[config.mk]
export PLATFORM = sky130hd
export DESIGN_NAME = oam_scanner
export DESIGN_NICKNAME = d
export VERILOG_FILES = /design/src/rtl/ppu_pkg.sv /design/src/rtl/sprite_slot_buffer.sv /design/src/rtl/oam_scanner.sv
export SDC_FILE = /design/constraint.sdc
export NUM_CORES = 1
export LEC_CHECK = 0
export ABC_CLOCK_PERIOD_IN_PS = 6300
export CAP_MARGIN = 20
export CORE_MARGIN = 4
export CORE_UTILIZATION = 65
export CTS_BUF_LIST = sky130_fd_sc_hd__clkbuf_16
export DETAILED_ROUTE_END_ITERATION = 10
export PLACE_DENSITY = 0.94
export SLEW_MARGIN = 20
export SYNTH_ARGS = -nofsm -noshare
export SYNTH_HDL_FRONTEND = slang
export SYNTH_SLANG_ARGS = --single-unit
[constraint.sdc]
create_clock -name clock -period 6.3 [get_ports clock]
set_clock_uncertainty 0.1 [all_clocks]
set_input_delay 0.945 -clock clock [delete_from_list [all_inputs] [get_ports clock]]
set_output_delay 0.945 -clock clock [all_outputs]
set_load 0.02 [all_outputs]
[src/rtl/ppu_pkg.sv]
// Shared PPU types: OAM scan state encoding, sprite sizing constants and the
// sprite slot record handed from the OAM scanner to the sprite fetcher.
package ppu_pkg;

  localparam int unsigned OAM_ENTRIES  = 40;
  localparam int unsigned MAX_SPRITES  = 10;
  localparam int unsigned OAM_Y_OFFSET = 16;
  localparam int unsigned OBJ_H_SHORT  = 8;
  localparam int unsigned OBJ_H_TALL   = 16;
  localparam int unsigned OAM_IDX_W    = 6;
  localparam int unsigned SLOT_IDX_W   = 4;
  localparam int unsigned PPU_ADDR_W   = 13;

  typedef enum logic [2:0] {
    IDLE   = 3'd0,
    SCAN_Y = 3'd1,
    SCAN_X = 3'd2,
    FLUSH  = 3'd3,
    DONE   = 3'd4
  } oam_scan_state_t;

  typedef struct packed {
    logic [OAM_IDX_W-1:0] oam_index;
    logic [7:0]           x;
    logic [3:0]           row;
  } sprite_slot_t;

endpackage

[src/rtl/sprite_slot_buffer.sv]
// Per-line sprite buffer: appends matched sprites in arrival order up to
// MAX_SPRITES and exposes them through a combinational indexed read port.
module sprite_slot_buffer
  import ppu_pkg::*;
(
  input  logic                  clock,
  input  logic                  reset_n,
  input  logic                  clear,
  input  logic                  wr_en,
  input  sprite_slot_t          wr_data,
  output logic [SLOT_IDX_W-1:0] count,
  input  logic [SLOT_IDX_W-1:0] rd_index,
  output sprite_slot_t          rd_data
);

  sprite_slot_t slots [MAX_SPRITES];

  // Writes beyond the sprite limit are silently dropped.
  always_ff @(posedge clock or negedge reset_n) begin
    if (!reset_n) begin
      count <= '0;
      for (int k = 0; k < int'(MAX_SPRITES); k++) slots[k] <= '0;
    end else if (clear) begin
      count <= '0;
      for (int k = 0; k < int'(MAX_SPRITES); k++) slots[k] <= '0;
    end else if (wr_en && (count < SLOT_IDX_W'(MAX_SPRITES))) begin
      for (int k = 0; k < int'(MAX_SPRITES); k++) begin
        if (count == SLOT_IDX_W'(k)) slots[k] <= wr_data;
      end
      count <= count + SLOT_IDX_W'(1);
    end
  end

  // Out-of-range indexes read as zero.
  always_comb begin
    rd_data = '0;
    for (int k = 0; k < int'(MAX_SPRITES); k++) begin
      if (rd_index == SLOT_IDX_W'(k)) rd_data = slots[k];
    end
  end

endmodule

[src/rtl/oam_scanner.sv]
// Mode 2 OAM scan: walks the Y/X bytes of every OAM entry over the PPU read
// port and collects the sprites that overlap the latched scanline.
module oam_scanner
  import ppu_pkg::*;
(
  input  logic                  clock,
  input  logic                  reset_n,
  input  logic                  start,
  input  logic                  lcd_en,
  input  logic                  obj_tall,
  input  logic [7:0]            ly,
  input  logic [7:0]            ppu_data_in,
  output logic [PPU_ADDR_W-1:0] ppu_addr,
  output logic                  ppu_oam_read_en,
  output logic                  ppu_read_mode,
  output logic                  busy,
  output logic                  done,
  output logic [SLOT_IDX_W-1:0] sprite_count,
  input  logic [SLOT_IDX_W-1:0] rd_index,
  output logic [OAM_IDX_W-1:0]  rd_oam_index,
  output logic [7:0]            rd_x,
  output logic [3:0]            rd_row
);

  oam_scan_state_t       state, state_nxt;
  logic [OAM_IDX_W-1:0]  i_q, i_nxt;
  logic [7:0]            ly_q, y_q;
  logic                  tall_q;
  logic                  load, y_en, eval, clear;
  logic [PPU_ADDR_W-1:0] addr_nxt;
  logic                  reading_nxt;

  logic [8:0]            t_c, y9_c, h_c;
  logic                  hit_c;
  logic [OAM_IDX_W-1:0]  i_prev_c;
  sprite_slot_t          wr_slot_c, rd_slot_c;

  always_ff @(posedge clock or negedge reset_n) begin
    if (!reset_n) begin
      state           <= IDLE;
      i_q             <= '0;
      ly_q            <= '0;
      tall_q          <= 1'b0;
      y_q             <= '0;
      ppu_addr        <= '0;
      ppu_oam_read_en <= 1'b0;
      ppu_read_mode   <= 1'b1;
      busy            <= 1'b0;
      done            <= 1'b0;
    end else begin
      state           <= state_nxt;
      i_q             <= i_nxt;
      if (load) begin
        ly_q   <= ly;
        tall_q <= obj_tall;
      end
      if (y_en) y_q <= ppu_data_in;
      ppu_addr        <= addr_nxt;
      ppu_oam_read_en <= reading_nxt;
      ppu_read_mode   <= !reading_nxt;
      busy            <= (state_nxt != IDLE);
      done            <= (state_nxt == DONE);
    end
  end

  always_comb begin
    state_nxt = state;
    i_nxt     = i_q;
    load      = 1'b0;
    y_en      = 1'b0;
    eval      = 1'b0;
    clear     = 1'b0;
    case (state)
      IDLE: begin
        if (start && lcd_en) begin
          state_nxt = SCAN_Y;
          i_nxt     = '0;
          load      = 1'b1;
          clear     = 1'b1;
        end
      end
      // Data on this cycle is the X byte of the previous entry.
      SCAN_Y: begin
        eval      = (i_q != '0);
        state_nxt = SCAN_X;
      end
      SCAN_X: begin
        y_en = 1'b1;
        if (i_q < OAM_IDX_W'(OAM_ENTRIES - 1)) begin
          i_nxt     = i_q + OAM_IDX_W'(1);
          state_nxt = SCAN_Y;
        end else begin
          state_nxt = FLUSH;
        end
      end
      FLUSH: begin
        eval      = 1'b1;
        state_nxt = DONE;
      end
      DONE:    state_nxt = IDLE;
      default: state_nxt = IDLE;
    endcase

    if ((state != IDLE) && !lcd_en) begin
      state_nxt = IDLE;
      clear     = 1'b1;
      eval      = 1'b0;
      y_en      = 1'b0;
    end

    reading_nxt = (state_nxt == SCAN_Y) || (state_nxt == SCAN_X) || (state_nxt == FLUSH);
    case (state_nxt)
      SCAN_Y:  addr_nxt = {5'b0, i_nxt, 2'b00};
      SCAN_X:  addr_nxt = {5'b0, i_nxt, 2'b01};
      FLUSH,
      DONE:    addr_nxt = ppu_addr;
      default: addr_nxt = '0;
    endcase
  end

  // Overlap test done in 9 bits so ly+16 cannot wrap.
  always_comb begin
    t_c      = 9'(ly_q) + 9'(OAM_Y_OFFSET);
    y9_c     = 9'(y_q);
    h_c      = tall_q ? 9'(OBJ_H_TALL) : 9'(OBJ_H_SHORT);
    hit_c    = (t_c >= y9_c) && (t_c < (y9_c + h_c));
    i_prev_c = (state == FLUSH) ? i_q : (i_q - OAM_IDX_W'(1));
    wr_slot_c.oam_index = i_prev_c;
    wr_slot_c.x         = ppu_data_in;
    wr_slot_c.row       = 4'(t_c - y9_c);
  end

  sprite_slot_buffer u_slot_buffer (
    .clock    (clock),
    .reset_n  (reset_n),
    .clear    (clear),
    .wr_en    (eval && hit_c),
    .wr_data  (wr_slot_c),
    .count    (sprite_count),
    .rd_index (rd_index),
    .rd_data  (rd_slot_c)
  );

  assign rd_oam_index = rd_slot_c.oam_index;
  assign rd_x         = rd_slot_c.x;
  assign rd_row       = rd_slot_c.row;

endmodule
== After elaboration in Yosys (flattened, before gate mapping) ==
Index checks and enable logic that the tools add are counted.

* Register bits after elaboration: 227
* Output and inout port bits: 39
* Bits of input ports: 25

* Equality and inequality tests: 25
* Reductions and logical operators: 37
* Muxes and demuxes: 41
* Order comparisons: 4
* Add/sub/neg operators: 6

{| class="wikitable"
|+ Operator list
! kind !! count
|-
| two-way mux 18 bit || 20
|-
| two-way mux 180 bit || 2
|-
| one-hot mux 13 bit (3 select lines) || 1
|-
| equality test 4 x 3 -> 1 bit, second input constant || 8
|-
| nonzero test 2 bit || 11
|-
| AND reduction 2 bit || 10
|-
| two-way mux 6 bit || 3
|-
| equality test 4 x 2 -> 1 bit, second input constant || 4
|-
| equality test 4 bit, second input constant || 4
|-
| equality test 3 x 2 -> 1 bit, second input constant || 4
|-
| one-hot mux 3 bit (4 select lines) || 1
|-
| one-hot mux 6 bit (2 select lines) || 1
|-
| adder 8 x 5 -> 9 bit || 1
|-
| adder 8 x 5 -> 9 bit, second input constant || 1
|-
| >= comparator 9 x 8 -> 1 bit || 1
|-
| < comparator 9 bit || 1
|-
| equality test 4 x 1 -> 1 bit, second input constant || 2
|-
| logical NOT 4 bit || 2
|-
| two-way mux 4 bit || 2
|-
| adder 6 x 1 -> 6 bit, second input constant || 1
|-
| equality test 3 x 1 -> 1 bit, second input constant || 2
|-
| < comparator 6 bit, second input constant || 1
|-
| two-way mux 1 bit || 6
|-
| two-way mux 3 bit || 2
|-
| 15 further kinds || 22
|}

== Logic depth before layout (Yosys ltp) ==
Gate-level depths: netlist of run 1.

* Depth in word-level cells: 11
* Depth in mapped cells: 16
* Mapped depth without buffers: 13

== Modules after synthesis ==
From an unflattened synthesis of run 1, not the netlist that was laid out.

* Cells, all modules: 1310
* Area, all modules: 11648.7 um2

{| class="wikitable"
|+ By module, submodules not included
! module !! sequential area each (um2) !! cells each !! instances !! area an instance (um2)
|-
| sprite_slot_buffer || 4604.4 || 1092 || 1 || 9357.7
|-
| oam_scanner || 927.1 || 218 || 1 || 2290.9
|}

== Least setup slack after synthesis of run 1 ==
Ideal clock, no wire load.

* Path kind: in2out
* From: in rd_index[0]
* To: out rd_x[7]
* Required time: 5.255 ns
* Arrival time: 2.805 ns
* Slack: 2.450 ns
* Stages: 7
* Cell sequence: clkbuf_1 > buf_1 > clkbuf_1 > o21ai_0 > nand2_1 > a31oi_1 > a221oi_1

* Cells in the longest elaborated chain, start to end: 11
* Elaborated cells on any way between the ends: 20

{| class="wikitable"
|+ RTL lines
! element !! line !! text
|-
| start, declared || oam_scanner.sv:19 || <nowiki>input logic [SLOT_IDX_W-1:0] rd_index,</nowiki>
|-
| logical NOT 4 bit || sprite_slot_buffer.sv:38 || <nowiki>if (rd_index == SLOT_IDX_W'(k)) rd_data = slots[k];</nowiki>
|-
| two-way mux 18 bit (9 in series) || sprite_slot_buffer.sv:38 ||
|-
| two-way mux 18 bit (*) || sprite_slot_buffer.sv:38 ||
|-
| end, declared || oam_scanner.sv:21 || <nowiki>output logic [7:0] rd_x,</nowiki>
|}

Mark *: on every way between the ends. The rest lies on a longest branch, timed or not.

== Worst setup path in the final report of run 1 ==
* From: in rd_index[2]
* To: out rd_oam_index[0]

* Cells in the longest elaborated chain, start to end: 11
* Elaborated cells on any way between the ends: 20

{| class="wikitable"
|+ RTL lines
! element !! line !! text
|-
| logical NOT 4 bit || sprite_slot_buffer.sv:38 ||
|-
| two-way mux 18 bit (9 in series) || sprite_slot_buffer.sv:38 ||
|-
| two-way mux 18 bit (*) || sprite_slot_buffer.sv:38 ||
|-
| end, declared || oam_scanner.sv:20 || <nowiki>output logic [OAM_IDX_W-1:0] rd_oam_index,</nowiki>
|}

Marked as above.

==> results.tsv, run 1 <==
metric	value	unit
worstSetupStartpointType	input port	
postCtsSetupBuffers	0	
combPwrFrac	24.7	%
gp_congestion	0.983	
synth_largest_area_cell	dfrtp_1	
drv_cap	0	
synth-compound-area-share	18.1	%
finalCritPeriodShare	85.8	%
p_int	2.62	mW
fillers	991	
p_sw	1.31	mW
synth_area_leaders	dfrtp_1 50%, o21ai_0 8.1%, nand3_1 7.4%	
cts-root-buf	clkbuf_16	
status	completed	
synthArstFlopShare	100	%
reg2reg_from	state[0]$_DFF_PN0_	
finish.net_count	1235	
path_cells	clkdlybuf4s50_1, nor2b_1, and2_1, nand2_1, a31oi_1, a211oi_1, nor2_1, clkdlybuf4s50_1	
p_leak	5.68	nW
period_needed	5.41	ns
cts_buffer_depth	3	
grt_antenna_before_repair	0	
finalSetupViolCount	0	
portBuffers	57	
final_util	75.1	%
n_antenna_cell	0	
grt_pass1_vias	9792	
timing.fmax	0.185	GHz
grt_pass1_wl	52.1	mm
clk_pin_slew	0.06	ns
synth_edf_count	0	
clock_latency	0.51	ns
cpMostUsedCell	clkdlybuf4s50_1	
initial_core_util	66.3	%
first_pass_iters	6	
p_clk_share	35.8	%
cts_sinks	221	
critPathKind	in2out	
r2r_end	u_slot_buffer.slots[76]$_DFFE_PN0P_	
cp_max_fo	11	
finish.instance_area	12500	um2
die_x	138	um
gr-total-overflow	0	
postRouteAntennaNets	0	
hold_path.class	reg2reg	
power.share.sequential	39.6	%
muxShareOfSynthArea	5.79	%
postCtsHoldBufs	0	
startpoint	rd_index[2]	
crit_path_end_kind	output pin	
critPathSlowestCell	clkdlybuf4s50_1	
multiInputGateArea	5000	um2
area_delta_synth_final	13.3	%
power_switching_share	33.3	%
synth.ff_latch_count	221	
grt_util_all_layers	33.3	%
relSlewSlack	28.3	%
yosysUniqueCellTypes	58	
synthXorXnorAreaFrac	1.19	%
core_area	16600	um2
slew_violations	0	
drc	0	
wirelength	32.6	mm
mostFrequentLayoutCell	dfrtp_1	
dieHeight	138	um
synth_top_family_by_area	compound AO/OA/AOI/OAI gates	
htreeDepth	1	
worst_pin_slew	1.07	ns
cp_data_required_time	5.25	ns
die_area	19100	um2
r2r_cells	6	
synth_simple_gate_area_share	17.0	%
grt_max_degree	129	
cts_made_buffers	23	
drtIter0Drc	1500	
dp_hpwl	20.2	mm
avgSynthCellArea	9.45	um2
grt_setup_unrepaired	no	
num_io_pins	64	
total_power	3.92	mW
final-hold-violation-count	0	
vdd_drop_max	365	uV
netlist_instances	1164	
crit_path_end	rd_oam_index[0]	
mostFrequentLayoutCells	220 x dfrtp_1, 178 x o21ai_0, 163 x nand3_1	
num_rows	47	
cts_tree	yes	
synth_fa_ha_area_share	3.09	%
yosys_warnings	0	
worst_ep_arrival_time	4.36	ns
fin_tns_setup	0	ns
max_stage_delay	0.75	ns
ys_seq_area_share	50.3	%
synth_top_area_share	50.1	%
synth_ff_type	dfrtp_1	
wl_per_cell	23.0	um
placed_area	11700	um2
seq_area	5530	um2
netlist_area	11000	um2
cts_resized	0	
p_per_area	315	nW/um2
drive_above_1_share	8.83	%
via_per_inst	7.03	
vias	9992	
reg2reg_slack	2.67	ns
[sequential cells by signal (all words and copies together), names as in the netlist]
name	count
i_q	6
y_q	8
state	3
u_slot_buffer.count	4
done	1
ly_q	8
tall_q	1
ppu_oam_read_en	1
u_slot_buffer.slots	180
ppu_addr	7
busy	1
ppu_read_mode	1
[cell families after synthesis]
family | Yosys count
adder cells (fa/ha/maj) | 26
AO/OA/AOI/OAI | 343
multiplexers | 60
AND/OR/NAND/NOR | 378
flip-flops | 221
buffers and inverters | 120
other | 1
XOR/XNOR | 15
[power by group through the flow]
stage	Sequential [mW]	Clock, mW	Combinational (mW)
3_3_place_gp	1.57	0	0.880
6_report	1.55	1.40	0.968
4_1_cts	1.55	1.40	0.936
3_5_place_dp	1.58	0	0.920
5_1_grt	1.56	1.46	1.05
2_1_floorplan	1.56	0	0.597
[cell type report]
type / instances / area share (%)
multi-input cells: 828 / 40.1
clock inverters: 19 / 1.61
clock buffers: 23 / 4.62
flip-flops and latches: 221 / 44.4
inverters: 25 / 0.753
repair buffers: 85 / 6.27
well taps: 220 / 2.21
[cell usage after synthesis (19+ instances only)]
library cell and instances:
nor2_1 36, nand2_1 108, inv_1 23, ha_1 24, clkbuf_1 58, o21ai_0 179, dfrtp_1 220, nand3_1 163
mux2i_1 31, o22ai_1 30, a22oi_1 19, mux2_2 29, buf_1 22, a21oi_1 50
[stage by stage]
step,setup slack (ns),cells,hold slack [ns]
floorplan,2.45,1169,0.352
global placement,1.31,1379,0.375
detailed placement,1.16,1379,0.382
CTS,1.07,1421,0.395
global route,0.844,1421,0.417
finish,0.894,1421,0.395
[worst max-delay path: cells and delay by family]
family                 cells  cell delay (ns)
and+or+nand+nor            4             1.63
buffers and inverters      2             1.37
AOI/OAI and AO/OA          2             0.39
[routing by layer]
metal,vias to the layer above,routed length [um],track usage (%)
li1,4208,-,-
met1,4709,11300,42.9
met2,844,15300,54.2
met3,231,3850,6.66
met4,0,2190,16.7
met5,-,0,0
[how the worst min path moves through the flow]
stage,start,to,slack [ns],cells past startpoint
floorplan,ly_q[2]$_DFFE_PN0P_,ly_q[2]$_DFFE_PN0P_,0.35,2
global placement,u_slot_buffer.slots[63]$_DFFE_PN0P_,u_slot_buffer.slots[63]$_DFFE_PN0P_,0.37,2
detailed placement,u_slot_buffer.slots[63]$_DFFE_PN0P_,u_slot_buffer.slots[63]$_DFFE_PN0P_,0.38,2
CTS,u_slot_buffer.slots[63]$_DFFE_PN0P_,u_slot_buffer.slots[63]$_DFFE_PN0P_,0.40,2
global route,u_slot_buffer.slots[141]$_DFFE_PN0P_,u_slot_buffer.slots[141]$_DFFE_PN0P_,0.42,2
finish,u_slot_buffer.slots[165]$_DFFE_PN0P_,u_slot_buffer.slots[165]$_DFFE_PN0P_,0.39,2
(Power assumes the default switching activity.)
==> inputs of run 2 (changes only) <==
--- a/config.mk
+++ b/config.mk
@@ -7,6 +7,7 @@
 export LEC_CHECK = 0
 export ABC_CLOCK_PERIOD_IN_PS = 6300
 export CAP_MARGIN = 20
+export CORE_ASPECT_RATIO = 0.5
 export CORE_MARGIN = 4
 export CORE_UTILIZATION = 65
 export CTS_BUF_LIST = sky130_fd_sc_hd__clkbuf_16
==> run 2 against run 1 <==
Setup slack got worse by 0.0023 ns. Cell area decreased by 1.5%. Via count decreased by 3.2%. Highest routed layer unchanged. Clock-buffer cell count decreased by 2. Global-route usage decreased by 0.96 points. Non-clock buffer count decreased by 7. Total power decreased by 5.7%. Critical path depth unchanged. Core utilization decreased by 0.64 points.
==> results.tsv, run 2 (same netlist as run 1, synthesis figures left out) <==
metric	value	unit	change
status	completed		
final_cells	1415		-0.42%
gp_congestion	0.952		-3.1%
wl_per_cell	21.5	um	-6.5%
drc	0		unchanged
p_per_area	302	nW/um2	-4.3%
grt_antenna_before_repair	0		unchanged
slew_violations	0		unchanged
cp_data_required_time	5.25	ns	about the same
initial_core_util	66.8	%	+0.44 points
htreeDepth	1		unchanged
largest_register_ffs	180		unchanged
cts_resized	0		unchanged
hold_path.class	in2async		
cpMostUsedCell	clkdlybuf4s50_1		
grt_pass1_vias	9474		-3.2%
die_x	192	um	+39%
drv_cap	0		unchanged
via_per_inst	6.84		-2.8%
cp_max_fo	15		+4
final_util	74.5	%	-0.64 points
num_rows	33		-30%
path_buf_inv	2		unchanged
seq_area	5530	um2	unchanged
dp.cells	1379		unchanged
critPathSlowestCell	clkdlybuf4s50_1		
num_io_pins	64		unchanged
worst_pin_slew	1.07	ns	+0.00150 ns
drive_above_1_share	7.41	%	-1.4 points
max_stage_delay	0.84	ns	+0.09 ns
finish.net_count	1225		-0.81%
cts_made_buffers	20		-13%
whs	0.226	ns	-0.168 ns
period_needed	5.41	ns	+0.00233 ns
cts_buffer_depth	3		unchanged
finalSetupViolCount	0		unchanged
core_area	16500	um2	-0.66%
postCtsSetupBuffers	0		unchanged
dp_hpwl	19.3	mm	-4.2%
fin_tns_setup	0	ns	unchanged
critPathKind	in2out		
relSlewSlack	28.9	%	+0.55 points
vias	9672		-3.2%
p_leak	5.61	nW	-1.3%
grt_pass1_wl	49.7	mm	-4.5%
timing.fmax	0.185	GHz	about the same
n_antenna_cell	0		unchanged
grt_util_all_layers	32.4	%	-0.96 points
worstSetupStartpointType	input port		
regMostFlops	u_slot_buffer.slots		
postCtsHoldBufs	0		unchanged
multiInputGateArea	5000	um2	unchanged
area_delta_synth_final	11.6	%	
mostFrequentLayoutCells	220 x dfrtp_1, 178 x o21ai_0, 163 x nand3_1		
worst_ep_arrival_time	4.36	ns	about the same
cts_tree	yes		
fillers	1050		+6.0%
drtIter0Drc	1485		-1.0%
crit_path_end_kind	output pin		
cts-root-buf	clkbuf_16		
path_cells	clkdlybuf4s50_1, nor2b_1, and2_1, nand2_1, a31oi_1, a211oi_1, nor2_1, clkdlybuf4s50_1		
top_regs	u_slot_buffer.slots x180, ly_q x8, y_q x8		
first_pass_iters	7		+1
final-hold-violation-count	0		unchanged
dieHeight	100	um	-28%
finalCritPeriodShare	85.9	%	about the same
postRouteAntennaNets	0		unchanged
critPathTopFamily	simple AND/OR/NAND/NOR gates		
grt_setup_unrepaired	no		
wirelength	30.4	mm	-6.9%
gr-total-overflow	0		unchanged
cts_sinks	221		unchanged
grt_max_degree	190		+47%
clock_latency	0.50	ns	about the same
die_area	19200	um2	+0.66%
clk_pin_slew	0.07	ns	about the same
portBuffers	57		unchanged
vdd_drop_max	229	uV	-37%
mostFrequentLayoutCell	dfrtp_1		
==> run 2: worst paths after layout <==
kind / end / slack [ns] / cells after the start / from
min: y_q[4]$_DFFE_PN0P_ / 0.23 / 1 / reset_n
max: rd_oam_index[0] / 0.89 / 8 / rd_index[2]
max in group asynchronous: u_slot_buffer.slots[131]$_DFFE_PN0P_ / 4.56 / 2 / reset_n
min reg2reg: u_slot_buffer.slots[137]$_DFFE_PN0P_ / 0.40 / 2 / u_slot_buffer.slots[137]$_DFFE_PN0P_
min in group clock: u_slot_buffer.slots[137]$_DFFE_PN0P_ / 0.40 / 2 / u_slot_buffer.slots[137]$_DFFE_PN0P_
max reg2reg: u_slot_buffer.slots[41]$_DFFE_PN0P_ / 2.64 / 13 / tall_q$_DFFE_PN0P_
==> run 2: final cells by class <==
type	instances	share of cell area, %
repair buffers	78	6.13
clock buffers	21	4.28
clock inverters	15	0.683
inverters	25	0.765
well taps	227	2.31
flip-flops and latches	221	45.1
multi-input cells	828	40.7
==> run 2: metrics by stage <==
| step | power (mW) | setup slack [ns] | instance area, um2 |
|---|---|---|---|
| floorplan | 2.16 | 2.45 | 11000 |
| global placement | 2.44 | 1.08 | 11700 |
| detailed placement | 2.49 | 1.07 | 11700 |
| CTS | 3.66 | 1.04 | 12300 |
| global route | 3.85 | 0.720 | 12300 |
| finish | 3.70 | 0.891 | 12300 |
==> run 2: where the power goes <==
group	leakage, nW	switching [mW]	total [mW]	internal (mW)
registers	3.05	0.0600	1.55	1.49
logic	2.23	0.689	0.986	0.298
clock network	0.327	0.522	1.16	0.641
total	5.61	1.27	3.70	2.43
==> run 2: layer usage <==
metal  vias up  GRT usage, %  routed length [um]
li1       4201             -                   -
met1      4674          44.5               11900
met2       673          51.3               13900
met3       124          8.06                3410
met4         0          10.7                1190
met5         -             0                   0
